===== config.mk =====
export PLATFORM = sky130hd
export DESIGN_NAME = image_stream_source
export DESIGN_NICKNAME = d
export VERILOG_FILES = /design/src/rtl/image_stream_source.sv
export SDC_FILE = /design/constraint.sdc
export NUM_CORES = 1
export LEC_CHECK = 0
export BUFFER_PORTS_ARGS = -buffer_cell sky130_fd_sc_hd__buf_4
export CAP_MARGIN = 15
export CORE_MARGIN = 2
export CORE_UTILIZATION = 35
export CTS_BUF_LIST = sky130_fd_sc_hd__clkbuf_4 sky130_fd_sc_hd__clkbuf_8
export CTS_CLUSTER_SIZE = 12
export DETAILED_ROUTE_END_ITERATION = 10
export PLACE_DENSITY = 0.57
export SYNTH_ARGS = -nofsm -noshare
export SYNTH_HDL_FRONTEND = slang
export SYNTH_HIERARCHICAL = 1
export SYNTH_SLANG_ARGS = --single-unit

===== constraint.sdc =====
create_clock -name clk -period 2.81 [get_ports clk]
set_input_delay 0.1405 -clock clk [delete_from_list [all_inputs] [get_ports clk]]
set_output_delay 0.1405 -clock clk [all_outputs]
set_load 0.1 [all_outputs]

===== src/rtl/image_stream_source.sv =====
// image_stream_source: frame-streaming pixel source with a per-frame point op.
// Fetches PIXELS_PER_CLK RGB888 pixels per memory word, applies pass /
// threshold / invert / brightness, and streams the beats through a 2-entry
// FIFO with VSYNC / LINE / HBLANK framing.
// Optional feature macro: IMG_BRIGHTNESS_EN (mode 11 adds a saturating
// brightness offset; when undefined, mode 11 behaves as pass).

// Per-pixel point operation, one instance per lane.
module image_stream_pixel_op #(
  parameter int                THRESHOLD  = 90,
  parameter logic signed [8:0] BRIGHTNESS = 9'sd50
) (
  input  logic [1:0]  mode,
  input  logic [23:0] pix_i,
  output logic [23:0] pix_o
);
  localparam logic [9:0] THR3 = 10'(3 * THRESHOLD);

  logic [9:0] sum;

`ifdef IMG_BRIGHTNESS_EN
  // Channel + offset in 10-bit signed space, clamped back to 0..255.
  function automatic logic [7:0] add_sat(input logic [7:0] c);
    logic signed [9:0] s;
    s = $signed({2'b00, c}) + $signed({BRIGHTNESS[8], BRIGHTNESS});
    if (s < 10'sd0)        add_sat = 8'h00;
    else if (s > 10'sd255) add_sat = 8'hFF;
    else                   add_sat = s[7:0];
  endfunction
`endif

  // Select the operation latched for this frame.
  always_comb begin
    sum   = 10'(pix_i[23:16]) + 10'(pix_i[15:8]) + 10'(pix_i[7:0]);
    pix_o = pix_i;
    case (mode)
      2'b01:   pix_o = (sum > THR3) ? 24'hFFFFFF : 24'h000000;
      2'b10:   pix_o = ~pix_i;
`ifdef IMG_BRIGHTNESS_EN
      2'b11:   pix_o = {add_sat(pix_i[23:16]), add_sat(pix_i[15:8]), add_sat(pix_i[7:0])};
`else
      2'b11:   pix_o = pix_i;
`endif
      default: pix_o = pix_i;
    endcase
  end
endmodule

module image_stream_source #(
  parameter int                IMAGE_WIDTH    = 768,
  parameter int                IMAGE_HEIGHT   = 512,
  parameter int                PIXELS_PER_CLK = 2,
  parameter int                STARTUP_DELAY  = 100,
  parameter int                HSYNC_DELAY    = 160,
  parameter int                THRESHOLD      = 90,
  parameter logic signed [8:0] BRIGHTNESS     = 9'sd50,
  parameter int                ADDR_WIDTH     = 20
) (
  input  logic                         clk,
  input  logic                         reset,
  input  logic                         start,
  input  logic [1:0]                   mode,
  output logic                         mem_Rd_En,
  output logic [ADDR_WIDTH-1:0]        mem_Addr,
  input  logic [24*PIXELS_PER_CLK-1:0] mem_Data,
  output logic [24*PIXELS_PER_CLK-1:0] pixel_Data,
  output logic                         pixel_Valid,
  input  logic                         pixel_Ready,
  output logic                         vertical_Pulse,
  output logic                         horizontal_Pulse,
  output logic [15:0]                  line_Count,
  output logic                         done_Flag
);
  localparam int         DW        = 24 * PIXELS_PER_CLK;
  localparam logic [15:0] BEATS     = 16'(IMAGE_WIDTH / PIXELS_PER_CLK);
  localparam logic [15:0] LAST_BEAT = 16'(IMAGE_WIDTH / PIXELS_PER_CLK - 1);
  localparam logic [15:0] SD_LAST   = 16'(STARTUP_DELAY - 1);
  localparam logic [15:0] HD_LAST   = 16'(HSYNC_DELAY - 1);
  localparam logic [15:0] LAST_LINE = 16'(IMAGE_HEIGHT - 1);

  typedef enum logic [2:0] {S_IDLE, S_VSYNC, S_LINE, S_HBLANK, S_DONE} state_t;

  state_t                  state_q, state_d;
  logic [15:0]             dly_q, dly_d;
  logic [15:0]             line_q, line_d;
  logic [15:0]             issue_q, issue_d;   // reads issued this line
  logic [15:0]             popc_q, popc_d;     // beats accepted this line
  logic [ADDR_WIDTH-1:0]   addr_q, addr_d;
  logic [1:0]              mode_q, mode_d;
  logic                    rd_pend_q, rd_pend_d; // read data arrives this cycle
  logic [1:0][DW-1:0]      fifo_q, fifo_d;
  logic                    wr_ptr_q, wr_ptr_d;
  logic                    rd_ptr_q, rd_ptr_d;
  logic [1:0]              cnt_q, cnt_d;

  logic                    pop;
  logic                    rd_en;
  logic [2:0]              occ;
  logic [DW-1:0]           proc_data;

  // One point-op lane per pixel of the memory word.
  genvar k;
  generate
    for (k = 0; k < PIXELS_PER_CLK; k++) begin : g_lane
      image_stream_pixel_op #(.THRESHOLD(THRESHOLD), .BRIGHTNESS(BRIGHTNESS)) u_op (
        .mode  (mode_q),
        .pix_i (mem_Data[24*k +: 24]),
        .pix_o (proc_data[24*k +: 24])
      );
    end
  endgenerate

  // Read gating and FIFO bookkeeping: a read may only issue if its beat is
  // guaranteed a FIFO slot, counting the read already in flight.
  always_comb begin
    pop       = (cnt_q != 2'd0) && pixel_Ready;
    occ       = {1'b0, cnt_q} + {2'b00, rd_pend_q} - {2'b00, pop};
    rd_en     = (state_q == S_LINE) && (issue_q < BEATS) && (occ < 3'd2);
    rd_pend_d = rd_en;
    cnt_d     = cnt_q + {1'b0, rd_pend_q} - {1'b0, pop};
    wr_ptr_d  = wr_ptr_q ^ rd_pend_q;
    rd_ptr_d  = rd_ptr_q ^ pop;
    fifo_d    = fifo_q;
    if (rd_pend_q) fifo_d[wr_ptr_q] = proc_data;
  end

  // Frame sequencing: VSYNC -> (LINE -> HBLANK) x height -> DONE.
  always_comb begin
    state_d = state_q;
    dly_d   = dly_q;
    line_d  = line_q;
    issue_d = issue_q;
    popc_d  = popc_q;
    addr_d  = addr_q;
    mode_d  = mode_q;
    case (state_q)
      S_IDLE: if (start) begin
        state_d = S_VSYNC;
        dly_d   = '0;
        addr_d  = '0;
        line_d  = '0;
        mode_d  = mode;
      end
      S_VSYNC: if (dly_q == SD_LAST) begin
        state_d = S_LINE;
        line_d  = '0;
        issue_d = '0;
        popc_d  = '0;
      end else dly_d = dly_q + 16'd1;
      S_LINE: begin
        if (rd_en) issue_d = issue_q + 16'd1;
        if (pop) begin
          if (popc_q == LAST_BEAT) begin
            state_d = S_HBLANK;
            dly_d   = '0;
          end else popc_d = popc_q + 16'd1;
        end
      end
      S_HBLANK: if (dly_q == HD_LAST) begin
        if (line_q == LAST_LINE) state_d = S_DONE;
        else begin
          state_d = S_LINE;
          line_d  = line_q + 16'd1;
          issue_d = '0;
          popc_d  = '0;
        end
      end else dly_d = dly_q + 16'd1;
      S_DONE:  state_d = S_IDLE;
      default: state_d = S_IDLE;
    endcase
    if (rd_en) addr_d = addr_q + ADDR_WIDTH'(1);
  end

  // State register; synchronous reset also flushes the FIFO and in-flight read.
  always_ff @(posedge clk) begin
    if (!reset) begin
      state_q   <= S_IDLE;
      dly_q     <= '0;
      line_q    <= '0;
      issue_q   <= '0;
      popc_q    <= '0;
      addr_q    <= '0;
      mode_q    <= '0;
      rd_pend_q <= 1'b0;
      fifo_q    <= '0;
      wr_ptr_q  <= 1'b0;
      rd_ptr_q  <= 1'b0;
      cnt_q     <= '0;
    end else begin
      state_q   <= state_d;
      dly_q     <= dly_d;
      line_q    <= line_d;
      issue_q   <= issue_d;
      popc_q    <= popc_d;
      addr_q    <= addr_d;
      mode_q    <= mode_d;
      rd_pend_q <= rd_pend_d;
      fifo_q    <= fifo_d;
      wr_ptr_q  <= wr_ptr_d;
      rd_ptr_q  <= rd_ptr_d;
      cnt_q     <= cnt_d;
    end
  end

  assign mem_Rd_En        = rd_en;
  assign mem_Addr         = addr_q;
  assign pixel_Data       = fifo_q[rd_ptr_q];
  assign pixel_Valid      = (cnt_q != 2'd0);
  assign vertical_Pulse   = (state_q == S_VSYNC);
  assign horizontal_Pulse = (state_q == S_LINE);
  assign line_Count       = line_q;
  assign done_Flag        = (state_q == S_DONE);
endmodule


# ---- Word-level counts from Yosys, hierarchy flattened
# Cells that the tools add are included.
dict set report op_classes {
  add_sub_neg 13
  n_lt_le_gt_ge 7
  n_eq_ne 20
  mux 36
  n_bitwise 4
  n_reduce_logical 18
}
# cell count
set op_table {}
lappend op_table {{$mux W16} 13}
lappend op_table {{$mux W48} 3}
lappend op_table {{$pmux W16 S3} 3}
lappend op_table {{$bwmux W96} 1}
lappend op_table {{$pmux W24 S2} 2}
lappend op_table {{$add A16 B1 Y16 const B} 4}
lappend op_table {{$pmux W16 S4} 1}
lappend op_table {{$mux W20} 3}
lappend op_table {{$demux W48 S1} 1}
lappend op_table {{$mux W24} 2}
lappend op_table {{$not A24 Y24} 2}
lappend op_table {{$eq A16 B9 Y1 const B} 2}
lappend op_table {{$add A10 B8 Y10} 2}
lappend op_table {{$add A20 B1 Y20 const B} 1}
lappend op_table {{$gt A10 B9 Y1 const B} 2}
lappend op_table {{$add A8 B8 Y9} 2}
lappend op_table {{$mux W3} 6}
lappend op_table {{$eq A16 B7 Y1 const B} 1}
lappend op_table {{$eq A16 B8 Y1 const B} 1}
lappend op_table {{$lt A16 B9 Y1 const B} 1}
lappend op_table {{$reduce_and A5 Y1} 3}
lappend op_table {{$ne A2 B2 Y1 const B} 7}
lappend op_table {{$pmux W3 S4} 1}
lappend op_table {{$reduce_and A6 Y1} 2}
lappend op_table {{other kinds (20)} 32}
dict set report word_totals {
  reg_bits 190
  input_bits 54
  out_inout_bits 89
  elab_cells 111
}

# ---- Depth between registers and ports, before layout
dict set report depth {
  depth_word 7
  ltp_mapped 15
  mapped_depth_nobuf 14
}

# ---- Hierarchy
# The synthesis kept the hierarchy.
# module n_inst cells_each area_each_um2 seq_area_each_um2
set modules_own_cells {}
lappend modules_own_cells {image_stream_source 1 911 8480.6 3803.6}
lappend modules_own_cells {{image_stream_pixel_op at g_lane[0].u_op} 1 162 1098.6 0.0}
lappend modules_own_cells {{image_stream_pixel_op at g_lane[1].u_op} 1 159 1096.1 0.0}

# ---- Worst setup path after synthesis
# OpenSTA, ideal clock, no wires.
dict set report synth_timing {
  path_kind {register to register}
  from {register cnt_q[1]}
  to {register addr_q[18], in the netlist mem_Addr[18]}
  setup_time_ps 71
  arrival_ps 3530
  required_time_ps 2739
  path_slack_ps -791
  path_stages_with_launch 14
  n_path_buf 1
  synth_period_minus_slack_ps 3601
  cell_sequence {dfxtp_1 -> o21a_1 -> ha_1 -> inv_1 -> ha_1 -> fa_1 -> nor4_1 -> nand4_1 -> or2_2 -> clkbuf_1 -> inv_2 -> nand4_1 -> or3_1 -> a21oi_1}
}
dict set report synth_between {
  elab_chain_len 7
  elab_cells_between_ends 10
  classes_between {add/sub: 2; order compare: 1; mux: 1; reduce/logical: 6}
}
# item line
set synth_rtl {}
lappend synth_rtl {{from (decl)} 94} ;# logic [1:0] cnt_q, cnt_d;
lappend synth_rtl {{from (signal assigned)} 201} ;# cnt_q <= cnt_d;
lappend synth_rtl {{parallel branches: the longest is 2 deep, another holds $add A2 B1 Y3} n/a}
lappend synth_rtl {{$sub A3 B1 Y3 *} 117} ;# occ = {1'b0, cnt_q} + {2'b00, rd_pend_q} - {2'b00, pop};
lappend synth_rtl {{$lt A3 B2 Y1 *} 118} ;# rd_en = (state_q == S_LINE) && (issue_q < BEATS) && (occ < 3'd2);
lappend synth_rtl {{$logic_and A1 B1 Y1 *} 118}
lappend synth_rtl {{named net mem_Rd_En} 63} ;# output logic mem_Rd_En,
lappend synth_rtl {{$reduce_bool A2 Y1 (no line)} n/a}
lappend synth_rtl {{$reduce_and A2 Y1 (no line)} n/a}
lappend synth_rtl {{to (signal assigned)} 195} ;# addr_q <= addr_d;
lappend synth_rtl {{to (decl)} 88} ;# logic [ADDR_WIDTH-1:0] addr_q, addr_d;
# Mark *: on every way through the listed nets, which the timed path passes.
# A chain may end at the register's enable or synchronous reset.

# ---- Worst setup path after layout
dict set report layout_timing {
  from {register cnt_q[0]}
  to {register addr_q[13], in the netlist mem_Addr[13]}
}
dict set report layout_between {
  elab_chain_len 7
  elab_cells_between_ends 10
  classes_between {add/sub: 2; order compare: 1; mux: 1; reduce/logical: 6}
}
# item line
set layout_rtl {}
lappend layout_rtl {{parallel branches: the longest is 2 deep, another holds $add A2 B1 Y3} n/a}
lappend layout_rtl {{$sub A3 B1 Y3 *} 117}
lappend layout_rtl {{$lt A3 B2 Y1 *} 118}
lappend layout_rtl {{$logic_and A1 B1 Y1 *} 118}
lappend layout_rtl {{$reduce_bool A2 Y1 (no line)} n/a}
lappend layout_rtl {{$reduce_and A2 Y1 (no line)} n/a}
# Every way passes the cells marked *.

==> results.toml <==
[synth]
yosysUniqueCellTypes = 71
yosys_warnings = 6
ys_seq_elements = 190
synth.avg_cell_area_um2 = 8.66
synth_ff_type = "dfxtp_1"
synth_edf_count = 0
synth_seq_area_share = 0.356
syn-num-nets = 1332
async_flop_share = 0
synthesis.area_um2 = 10700
syn-instance-count = 1232

[die]
die-area_um2 = 31900
die_w_um = 179
rows = 63
coreArea_um2 = 29900
die_h_um = 179
num_io_pins = 143
start_util = 0.357

[detailed_routing]
drt_first_pass_iters = 6
avgRoutedWirePerCell_um = 15.1
viasPerCell = 5.10
drtAntennaViolNets = 0
postRouteWirelength_um = 27600
drcViolationCount = 0
drtIter0Drc = 507
vias = 9314

[grt]
grt_max_degree = 71
grt_pass1_wl_um = 44300
met2_usage = 0.281
grt_pass1_vias = 8790
antenna_found_initial = 1
use_met3 = 0.0324
track_usage = 0.173
gr-total-overflow = 0
busiest_layer = "met2"
grtUsageMet1 = 0.236

[power_and_ir_drop]
p_sw_frac = 0.306
peakVddDrop_mv = 0.251
power_density_nw_per_um2 = 430
seqPwrFrac = 0.477
p_int_w = 0.00398
p_switching_w = 0.00175
power_leakage_nw = 5.31
p_comb_frac = 0.209
finalPower_w = 0.00573
pwr-share-clk = 0.313

[clocking]
cts_buffer_depth = 2
clock_sinks = 190
clk_latency_ns = 0.49
numCtsBuffers = 17
clkTransAtPathRegs_ns = 0.12
htree_num_levels = 4
cts_tree = "done"
root_buffer = "clkbuf_8"

[place]
postPlaceCellArea_um2 = 12600
dpl.hpwl_um = 19600
io_buffers = 142
place_congestion = 0.863
dp_cells = 1779

[worst_setup_path]
r2r-start = "cnt_q[0]"
slowest_stage = "or4_1"
critPathMaxStageDelay_ns = 0.50
cp-startpoint = "cnt_q[0]"
path_max_fanout = 9
cp_data_required_time_ns = 3.23
cp-start-kind = "flop"
worstSetupEndpointType = "flop"
worst_ep_arrival_time_ns = 3.57
critical_path_class = "reg -> reg"
crit_chain = "o21a_1, ha_1, inv_1, ha_2, fa_1, nor4_2, nand4_1, or2_4, buf_6, buf_8, or4_1, a21oi_1"

[flow_run]
cap_viol_max_count = 0

[final_layout]
synthToLayoutAreaGrowth_pct = 25.0
stdcell_count = 1827
design_area_um2 = 13300
drive_gt1_frac = 0.263
nNetsFinal = 1524

[hold_path]
hp-class = "in -> reg"
min_from = "mem_Data[47]"

[sta]
min_period_ns = 3.15
hold_viol = 0
min_period_over_period = 1.12
worstMarginPinSlew_ns = 0.760
slew_viol_final = 0
slew-limit-headroom = 0.493
max_freq_ghz = 0.318
setup_ws_ns = -0.336
setup_violations = 30
grt_setup_unrepaired = "yes"
fin_skew_ns = 0.0217

[run_status]
failed_checks = "negative setup slack"
status = "finished with violations"
[final timing paths]
| check | depth (start not counted) | end | slack (ns) |
|---|---|---|---|
| max | 12 | mem_Addr[13] | -0.34 |
| min | 5 | fifo_q[47] | 0.07 |
| max reg2reg | 12 | mem_Addr[13] | -0.34 |
| min reg2reg | 2 | issue_q[12] | 0.49 |
[power by group through the flow]
stage	Combinational, W	Clock [W]	Sequential [W]
final	0.00120	0.00180	0.00274
after global routing	0.00132	0.00198	0.00274
after CTS	0.00118	0.00186	0.00274
after detailed placement	0.00115	0	0.00280
after global placement	0.00114	0	0.00280
after floorplan	0.000775	0	0.00279
[what timing repair did]
action | CTS | global route
resized for setup | 31 | 15
setup endpoints to repair | 32 | 62
pin swaps | 11 | 14
hold buffers | 3 | 0
gates cloned | 0 | 2
hold endpoints to repair | 8 | 0
buffers inserted | 7 | 5
[worst max-delay path: cells and delay by family, from the launching register on]
family / cells / cell delay [ns]
compound gates: 2 / 0.33
buf+inv: 3 / 0.34
fa+ha+maj: 3 / 0.90
simple gates: 4 / 1.17
flops: 1 / 0.34
[synthesized netlist by cell type (all sizes together) (3+ instances only)]
master,count,area (um^2)
a2111oi,5,93.8
a211oi,50,375
a21oi,53,273
a31oi,3,18.8
a41oi,3,26.3
and2,16,100
and3,14,88.8
and4,9,78.8
buf,19,133
clkbuf,53,200
dfxtp,190,3800
fa,19,380
ha,27,338
inv,53,199
mux2,52,586
mux2i,103,1030
nand2,83,312
nand2b,7,43.8
nand3,37,185
nand4,21,131
nor2,203,762
nor2b,6,52.6
nor3,18,95.1
nor3b,4,30.0
nor4,19,119
o211a,3,30.0
o211ai,10,75.1
o21a,8,60.1
o21ai,37,196
o311ai,4,50.1
o31ai,7,52.6
or2,4,27.5
or3,29,183
or4,8,63.8
xnor2,23,201
xor2,7,61.3
[area by class of cell]
| class | instances | area, um^2 |
|---|---|---|
| clock buffers | 18 | 248 |
| diodes | 1 | 2.50 |
| well taps | 390 | 488 |
| inverters | 54 | 220 |
| clock inverters | 13 | 129 |
| multi-input cells | 918 | 6520 |
| flip-flops and latches | 190 | 3810 |
| repair buffers | 243 | 1930 |
| fillers | 2949 | 16500 |
[sequential cells by signal, summed over array words and instances, names as in the netlist]
| register | flops |
|---|---|
| state_q | 3 |
| dly_q | 16 |
| mem_Addr | 20 |
| line_Count | 16 |
| popc_q | 16 |
| fifo_q | 96 |
| mode_q | 2 |
| rd_pend_q | 1 |
| rd_ptr_q | 1 |
| wr_ptr_q | 1 |
| cnt_q | 2 |
| issue_q | 16 |
[placed cells by master (no fill, tap or decap), drive strengths merged, types with 19 or more instances in the layout]
master,synthesis,layout
a211oi,50,50
a21oi,53,54
buf,19,240
dfxtp,190,190
fa,19,19
ha,27,27
inv,53,58
mux2,52,52
mux2i,103,103
nand2,83,83
nand3,37,37
nand4,21,21
nor2,203,203
nor4,19,19
o21ai,37,38
or3,29,29
xnor2,23,23
[logic make-up (layout without fill, tap and decap cells)]
kind of cell,after synthesis,after routing,synth area share
and+or+nand+nor,484,484,0.218
adders and majority gates,46,46,0.0673
buffers and inverters,126,328,0.0502
AOI/OAI and AO/OA,201,203,0.132
xor gates and xnor gates,30,30,0.0246
other,0,1,0
muxes,155,155,0.151
DFF,190,190,0.356
[per-layer routing]
layer  wire [um]  vias to the layer above  share of wire
met3        1110                       10          0.040
met2       12900                      158           0.47
li1            -                     4738              -
met1       13400                     4408           0.48
met5           0                        -              0
met4         245                        0         0.0089
[through the flow]
step / worst slack (ns) / util / setup TNS [ns] / hold WS, ns
after detailed placement: -0.380 / 0.423 / -27.41 / 0.384
after global routing: -0.495 / 0.447 / -10.59 / 0.0604
final: -0.336 / 0.447 / -5.61 / 0.0680
after global placement: -0.359 / 0.423 / -26.58 / 0.372
after CTS: -0.371 / 0.443 / -5.79 / 0.0298
after floorplan: -0.353 / - / -2.55 / 0.284
(Power assumes the default switching activity.)
